## config.mk

```make
export PLATFORM = sky130hd
export DESIGN_NAME = mem_sram_bridge
export DESIGN_NICKNAME = d
export VERILOG_FILES = /design/src/rtl/mem_sram_bridge.sv
export SDC_FILE = /design/constraint.sdc
export NUM_CORES = 1
export LEC_CHECK = 0
export CORE_MARGIN = 8
export CORE_UTILIZATION = 35
export DETAILED_ROUTE_END_ITERATION = 8
export MAX_ROUTING_LAYER = met4
export PLACE_DENSITY = 0.84
export RECOVER_POWER = 25
export SYNTH_ARGS = -nofsm -noshare
export SYNTH_HDL_FRONTEND = slang
export SYNTH_SLANG_ARGS = --single-unit
```

## constraint.sdc

```tcl
create_clock -name clk_i -period 4 [get_ports clk_i]
set_input_delay 1 -clock clk_i [delete_from_list [all_inputs] [get_ports clk_i]]
set_output_delay 1 -clock clk_i [all_outputs]
set_load 0.02 [all_outputs]
```

## src/rtl/mem_sram_bridge.sv

```systemverilog
// Data-memory bridge between MEM's single-cycle RAM port and the SRAM-like
// req/addr_ok/data_ok bus; one outstanding transaction, pipeline stalled meanwhile.
module mem_sram_bridge #(
  parameter logic [31:0] ADDR_MASK = 32'h1FFF_FFFF
) (
  input  logic        clk_i,
  input  logic        rst_i,
  input  logic        ram_ce_i,
  input  logic        ram_we_i,
  input  logic [3:0]  ram_sel_i,
  input  logic [31:0] ram_addr_i,
  input  logic [31:0] ram_wdata_i,
  input  logic        flush_i,
  input  logic        pipe_stall_i,
  output logic [31:0] ram_data_o,
  output logic        stallreq_o,
  output logic        data_req_o,
  output logic        data_wr_o,
  output logic [1:0]  data_size_o,
  output logic [31:0] data_addr_o,
  output logic [31:0] data_wdata_o,
  input  logic        data_addr_ok_i,
  input  logic        data_data_ok_i,
  input  logic [31:0] data_rdata_i,
  output logic [1:0]  dbg_state_o
);

  typedef enum logic [1:0] {
    S_IDLE = 2'd0,
    S_REQ  = 2'd1,
    S_WAIT = 2'd2,
    S_HOLD = 2'd3
  } state_e;

  state_e      state_q, state_d;
  logic        req_q, req_d;
  logic        wr_q, wr_d;
  logic [1:0]  size_q, size_d;
  logic [31:0] addr_q, addr_d;
  logic [31:0] wdata_q, wdata_d;
  logic [31:0] ram_data_q, ram_data_d;
  logic        discard_q, discard_d;
  logic        discard_now;

  function automatic logic [1:0] sel_to_size(input logic [3:0] sel);
    logic [1:0] size;
    case (sel)
      4'b1111:                            size = 2'd2;
      4'b0011, 4'b1100:                   size = 2'd1;
      4'b0001, 4'b0010, 4'b0100, 4'b1000: size = 2'd0;
      default:                            size = 2'd2;
    endcase
    return size;
  endfunction

  // Bus handshake: data_req_o stays high with stable fields until the cycle
  // data_addr_ok_i is seen; data_data_ok_i (possibly in that same cycle)
  // ends the transaction. A flush never withdraws a request, it only marks
  // the result to be dropped.
  assign discard_now = discard_q | flush_i;

  always_comb begin
    state_d    = state_q;
    req_d      = req_q;
    wr_d       = wr_q;
    size_d     = size_q;
    addr_d     = addr_q;
    wdata_d    = wdata_q;
    ram_data_d = ram_data_q;
    discard_d  = discard_q;
    case (state_q)
      S_IDLE: begin
        if (ram_ce_i && !flush_i) begin
          state_d   = S_REQ;
          req_d     = 1'b1;
          wr_d      = ram_we_i;
          size_d    = sel_to_size(ram_sel_i);
          addr_d    = ram_addr_i & ADDR_MASK;
          wdata_d   = ram_wdata_i;
          discard_d = 1'b0;
        end
      end
      S_REQ: begin
        if (flush_i) discard_d = 1'b1;
        if (data_addr_ok_i) begin
          req_d = 1'b0;
          if (data_data_ok_i) begin
            discard_d = 1'b0;
            if (discard_now) begin
              state_d = S_IDLE;
            end else begin
              state_d = S_HOLD;
              if (!wr_q) ram_data_d = data_rdata_i;
            end
          end else begin
            state_d = S_WAIT;
          end
        end
      end
      S_WAIT: begin
        if (flush_i) discard_d = 1'b1;
        if (data_data_ok_i) begin
          discard_d = 1'b0;
          if (discard_now) begin
            state_d = S_IDLE;
          end else begin
            state_d = S_HOLD;
            if (!wr_q) ram_data_d = data_rdata_i;
          end
        end
      end
      S_HOLD: begin
        if (flush_i || !pipe_stall_i) state_d = S_IDLE;
      end
      default: state_d = S_IDLE;
    endcase
  end

  always_ff @(posedge clk_i or posedge rst_i) begin
    if (rst_i) begin
      state_q    <= S_IDLE;
      req_q      <= 1'b0;
      wr_q       <= 1'b0;
      size_q     <= 2'd0;
      addr_q     <= 32'd0;
      wdata_q    <= 32'd0;
      ram_data_q <= 32'd0;
      discard_q  <= 1'b0;
    end else begin
      state_q    <= state_d;
      req_q      <= req_d;
      wr_q       <= wr_d;
      size_q     <= size_d;
      addr_q     <= addr_d;
      wdata_q    <= wdata_d;
      ram_data_q <= ram_data_d;
      discard_q  <= discard_d;
    end
  end

  // Reset also masks the stall so the pipeline is released immediately.
  assign stallreq_o = !rst_i &&
                      (((state_q == S_IDLE) && ram_ce_i && !flush_i) ||
                       (state_q == S_REQ) || (state_q == S_WAIT));

  assign data_req_o   = req_q;
  assign data_wr_o    = wr_q;
  assign data_size_o  = size_q;
  assign data_addr_o  = addr_q;
  assign data_wdata_o = wdata_q;
  assign ram_data_o   = ram_data_q;
  assign dbg_state_o  = state_q;

endmodule

```

# [Yosys cells after proc, flatten, opt, wreduce, memory -nomap -nowiden]
# Index checks and enable logic that the tools add are counted.
[op_classes] n_eq_ne=13 n_mux=21 bitwise_logic=1 reduce_logical=21
[ops] op="$mux W32" n=4
[ops] op="$pmux W32 S2" n=1
[ops] op="$mux W2" n=6
[ops] op="$eq A4 B2 Y1 const B" n=2
[ops] op="$eq A4 B4 Y1 const B" n=2
[ops] op="$ne A2 B2 Y1 const B" n=4
[ops] op="$pmux W2 S4" n=1
[ops] op="$mux W1" n=6
[ops] op="$reduce_and A2 Y1" n=3
[ops] op="$eq A2 B2 Y1 const B" n=2
[ops] op="$eq A4 B1 Y1 const B" n=1
[ops] op="$eq A4 B3 Y1 const B" n=1
[ops] op="$logic_and A1 B1 Y1" n=4
[ops] op="$pmux W2 S2" n=1
[ops] op="$reduce_and A4 Y1" n=1
[ops] op="$reduce_bool A2 Y1" n=2
[ops] op="$reduce_or A4 Y1" n=1
[ops] op="$logic_not A1 Y1" n=3
[ops] op="$logic_or A1 B1 Y1" n=3
[ops] op="$pmux W1 S3" n=1
[ops] op="$reduce_and A3 Y1" n=1
[ops] op="$reduce_bool A3 Y1" n=1
[ops] op="$eq A2 B1 Y1 const B" n=1
[ops] op="$logic_not A2 Y1" n=1
[ops] op="other kinds (3)" n=3
[word_totals] regBits=100 input_bits=108 word_cells=64

# [Longest topological paths before layout]
[logic_depth] ltp_word=6 depth_mapped=8

# [Worst setup path before layout]
# Ideal clock, no wire load.
[synth_path] path_kind="input -> output" from="input flush_i" to="output stallreq_o" arrival_time_ns=1.977 t_required_ns=3.000 setup_slack_ns=1.023 stages=4 path_cell_list="nand3b_1 > buf_2 > buf_1 > a21oi_1"
[synth_between] elab_chain_len=5
[synth_lines] item="from (decl)" line="13" source="input logic flush_i,"
[synth_lines] item="$logic_not A1 Y1" line="143" source="(((state_q == S_IDLE) && ram_ce_i && !flush_i) ||"
[synth_lines] item="$logic_and A1 B1 Y1" line="143"
[synth_lines] item="$logic_or A1 B1 Y1" line="143"
[synth_lines] item="$logic_or A1 B1 Y1" line="144" source="(state_q == S_REQ) || (state_q == S_WAIT));"
[synth_lines] item="$logic_and A1 B1 Y1" line="142" source="assign stallreq_o = !rst_i &&"
[synth_lines] item="to (decl)" line="16" source="output logic stallreq_o,"
# No other way between the ends.

# [Worst setup path in the final report]
# Same ends and word-level chain as after synthesis.

==> results.ini <==
[setup_path]
required_ns = 3.00
crit_arrival_ns = 2.68
start_kind = primary input
critPathCaptureType = output port
path_class = in -> out
crit_fanout = 6

[cts]
cts_hold_buf = 0
cts.sinks = 100
cts_buffer_depth = 2
cts_resized = 0
post_cts_buffers = 0
cts-root-buf = clkbuf_16
cts.clk_slew.worst_paths_ns = 0.07
tritoncts.num_buffers = 9
insertion_delay_ns = 0.34
cts_tree = yes
htree_levels = 3

[yosys]
synthDistinctLibCells = 27
yosys_warnings = 0
synthMuxAreaShare = 0.270
synthXorXnorAreaFrac = 0.00221
avgSynthCellArea_um2 = 15.7
synth-seq-area-share = 0.632
synth_compound_gate_area_share = 0.0212
synth_top_family_by_area = multiplexers
synth-simple-area-share = 0.0300
synth_area_um2 = 3960
synth_ff_type = dfrtp_1
synthArstFlopShare = 1.00
netlist_instances = 252
synth_seq_cells = 100
post_synth_fa_ha_maj_area_fraction = 0.0190
synth-edff-count = 0

[die]
die_x_um = 122
die_height_um = 122
coreArea_um2 = 11200
io_pins = 211
rows = 39
die_area_um2 = 15000
initial_utilization = 0.353

[place]
portBuffers = 204
place_area_um2 = 6140
globalplace.congestion = 0.849
place_ws_ns = 0.449
dp_cells = 591
dp_hpwl_um = 8190

[route]
vias_per_cell = 4.62
wl_per_cell_um = 17.6
final_antenna_net_count = 0
dr.pass1.iters = 4
num_vias = 2804
route.detailed.drc = 0
drtIter0Drc = 150
routed_wl_um = 10700

[timing]
timing.final.crit_share = 0.920
max_freq_mhz = 272
tightest_slew_ns = 2.25
fin_crit_ns = 3.68
finalSetupViolCount = 0
rsz0062_at_grt = no
setup_slack_ns = 0.319
holdWs_ns = 0.493
clock_skew_ns = 0.00973
fin_tns_setup_ns = 0
drv_slew = 50
hold_viol = 0
slew_headroom = -0.506

[global_route]
grt_pass1_vias = 3142
grt_max_degree = 68
grt_first_pass_wirelength_um = 16600
gr-usage-all-layers = 0.146
overflow = 0
antenna_found_initial = 0

[layout]
seq_area_um2 = 2500
area_growth_pct = 62.6
layout.cells.non_filler = 607
multi_input_area_um2 = 1370
antenna_cells = 0
utilization = 0.574
nets = 573
fillers = 910
drive_above_1_share = 0.248
design_area_um2 = 6440

[run_status]
failed_checks = capacitance limit, slew limit
status = finished with violations

[min_path]
min_path_type = reg -> reg

[run]
cap_violations = 1

[pwr]
power.leakage_nw = 2.69
power_mw = 5.23
power_density_nw_per_um2 = 812
ir_drop_mv = 0.420

## final timing paths
check                      cells past startpoint               to  slack [ns]           start
max in group asynchronous                      2  data_addr_o[25]        1.21           rst_i
min                                            1   ram_data_o[28]        0.49  ram_data_o[28]
max                                            4       stallreq_o        0.32         flush_i
min in group asynchronous                      2        data_wr_o        1.74           rst_i
min reg2reg                                    1   ram_data_o[28]        0.49  ram_data_o[28]
max reg2reg                                    7   ram_data_o[11]        1.57  dbg_state_o[1]
## state kept, by name (all words and copies together) (netlist names)
| name | flops |
|---|---|
| ram_data_o | 32 |
| dbg_state_o | 2 |
| data_wr_o | 1 |
| data_size_o | 2 |
| discard_q | 1 |
| data_addr_o | 29 |
| data_req_o | 1 |
| data_wdata_o | 32 |
## layout make-up
type | count | share of cell area
timing repair buffer | 207 | 0.323
clock buffer | 9 | 0.0350
clock inverter | 7 | 0.0117
inverter | 3 | 0.00194
tap | 143 | 0.0278
multi-input combinational | 138 | 0.212
sequential | 100 | 0.389
## cells in the mapped netlist (all sizes together) (2+ instances only)
library cell / count / share of area
a21oi: 6 / 0.0076
a31oi: 2 / 0.0032
buf: 13 / 0.021
dfrtp: 100 / 0.63
ha: 6 / 0.019
inv: 3 / 0.0028
mux2: 95 / 0.27
nand2: 3 / 0.0028
nor2: 5 / 0.0047
nor2b: 2 / 0.0032
o21ai: 5 / 0.0063
## worst max-delay path: stages
cell and delay [ns]:
dlygate4sd3_1 0.61, nand3b_1 0.24, a21oi_1 0.17, clkdlybuf4s50_1 0.65
## cell families (layout without fill, tap and decap cells)
logic type                 Yosys count  after routing
AOI/OAI and AO/OA                   15             15
xor gates and xnor gates             1              1
adders and majority gates            6              6
buffers and inverters               16            226
DFF                                100            100
muxes                               95             95
other                                1              3
and+or+nand+nor                     18             18
## report_power, final
group	switching [mW]	internal, mW	total [mW]
registers	0.265	1.52	1.78
clock network	0.386	0.488	0.874
logic	1.19	1.38	2.57
total	1.84	3.38	5.23
## per-layer routing
metal	track usage	up-vias	wire, um
met2	0.235	127	5290
met4	0.0442	0	127
li1	-	1291	-
met3	0.0552	11	921
met5	-	-	0
met1	0.165	1375	4370
## cell usage in the layout (no fill, tap or decap), types with 2 or more instances in the layout
| cell type | n |
|---|---|
| nand2_1 | 3 |
| mux2_2 | 93 |
| a21oi_1 | 6 |
| a31oi_1 | 2 |
| clkbuf_16 | 9 |
| mux2_1 | 2 |
| nor2_1 | 5 |
| clkinvlp_4 | 3 |
| dfrtp_1 | 100 |
| ha_1 | 6 |
| nor2b_1 | 2 |
| o21ai_0 | 5 |
| inv_1 | 2 |
| dlygate4sd3_1 | 2 |
| conb_1 | 3 |
| buf_4 | 2 |
| inv_6 | 2 |
| clkdlybuf4s50_1 | 202 |
(Power assumes the default switching activity.)
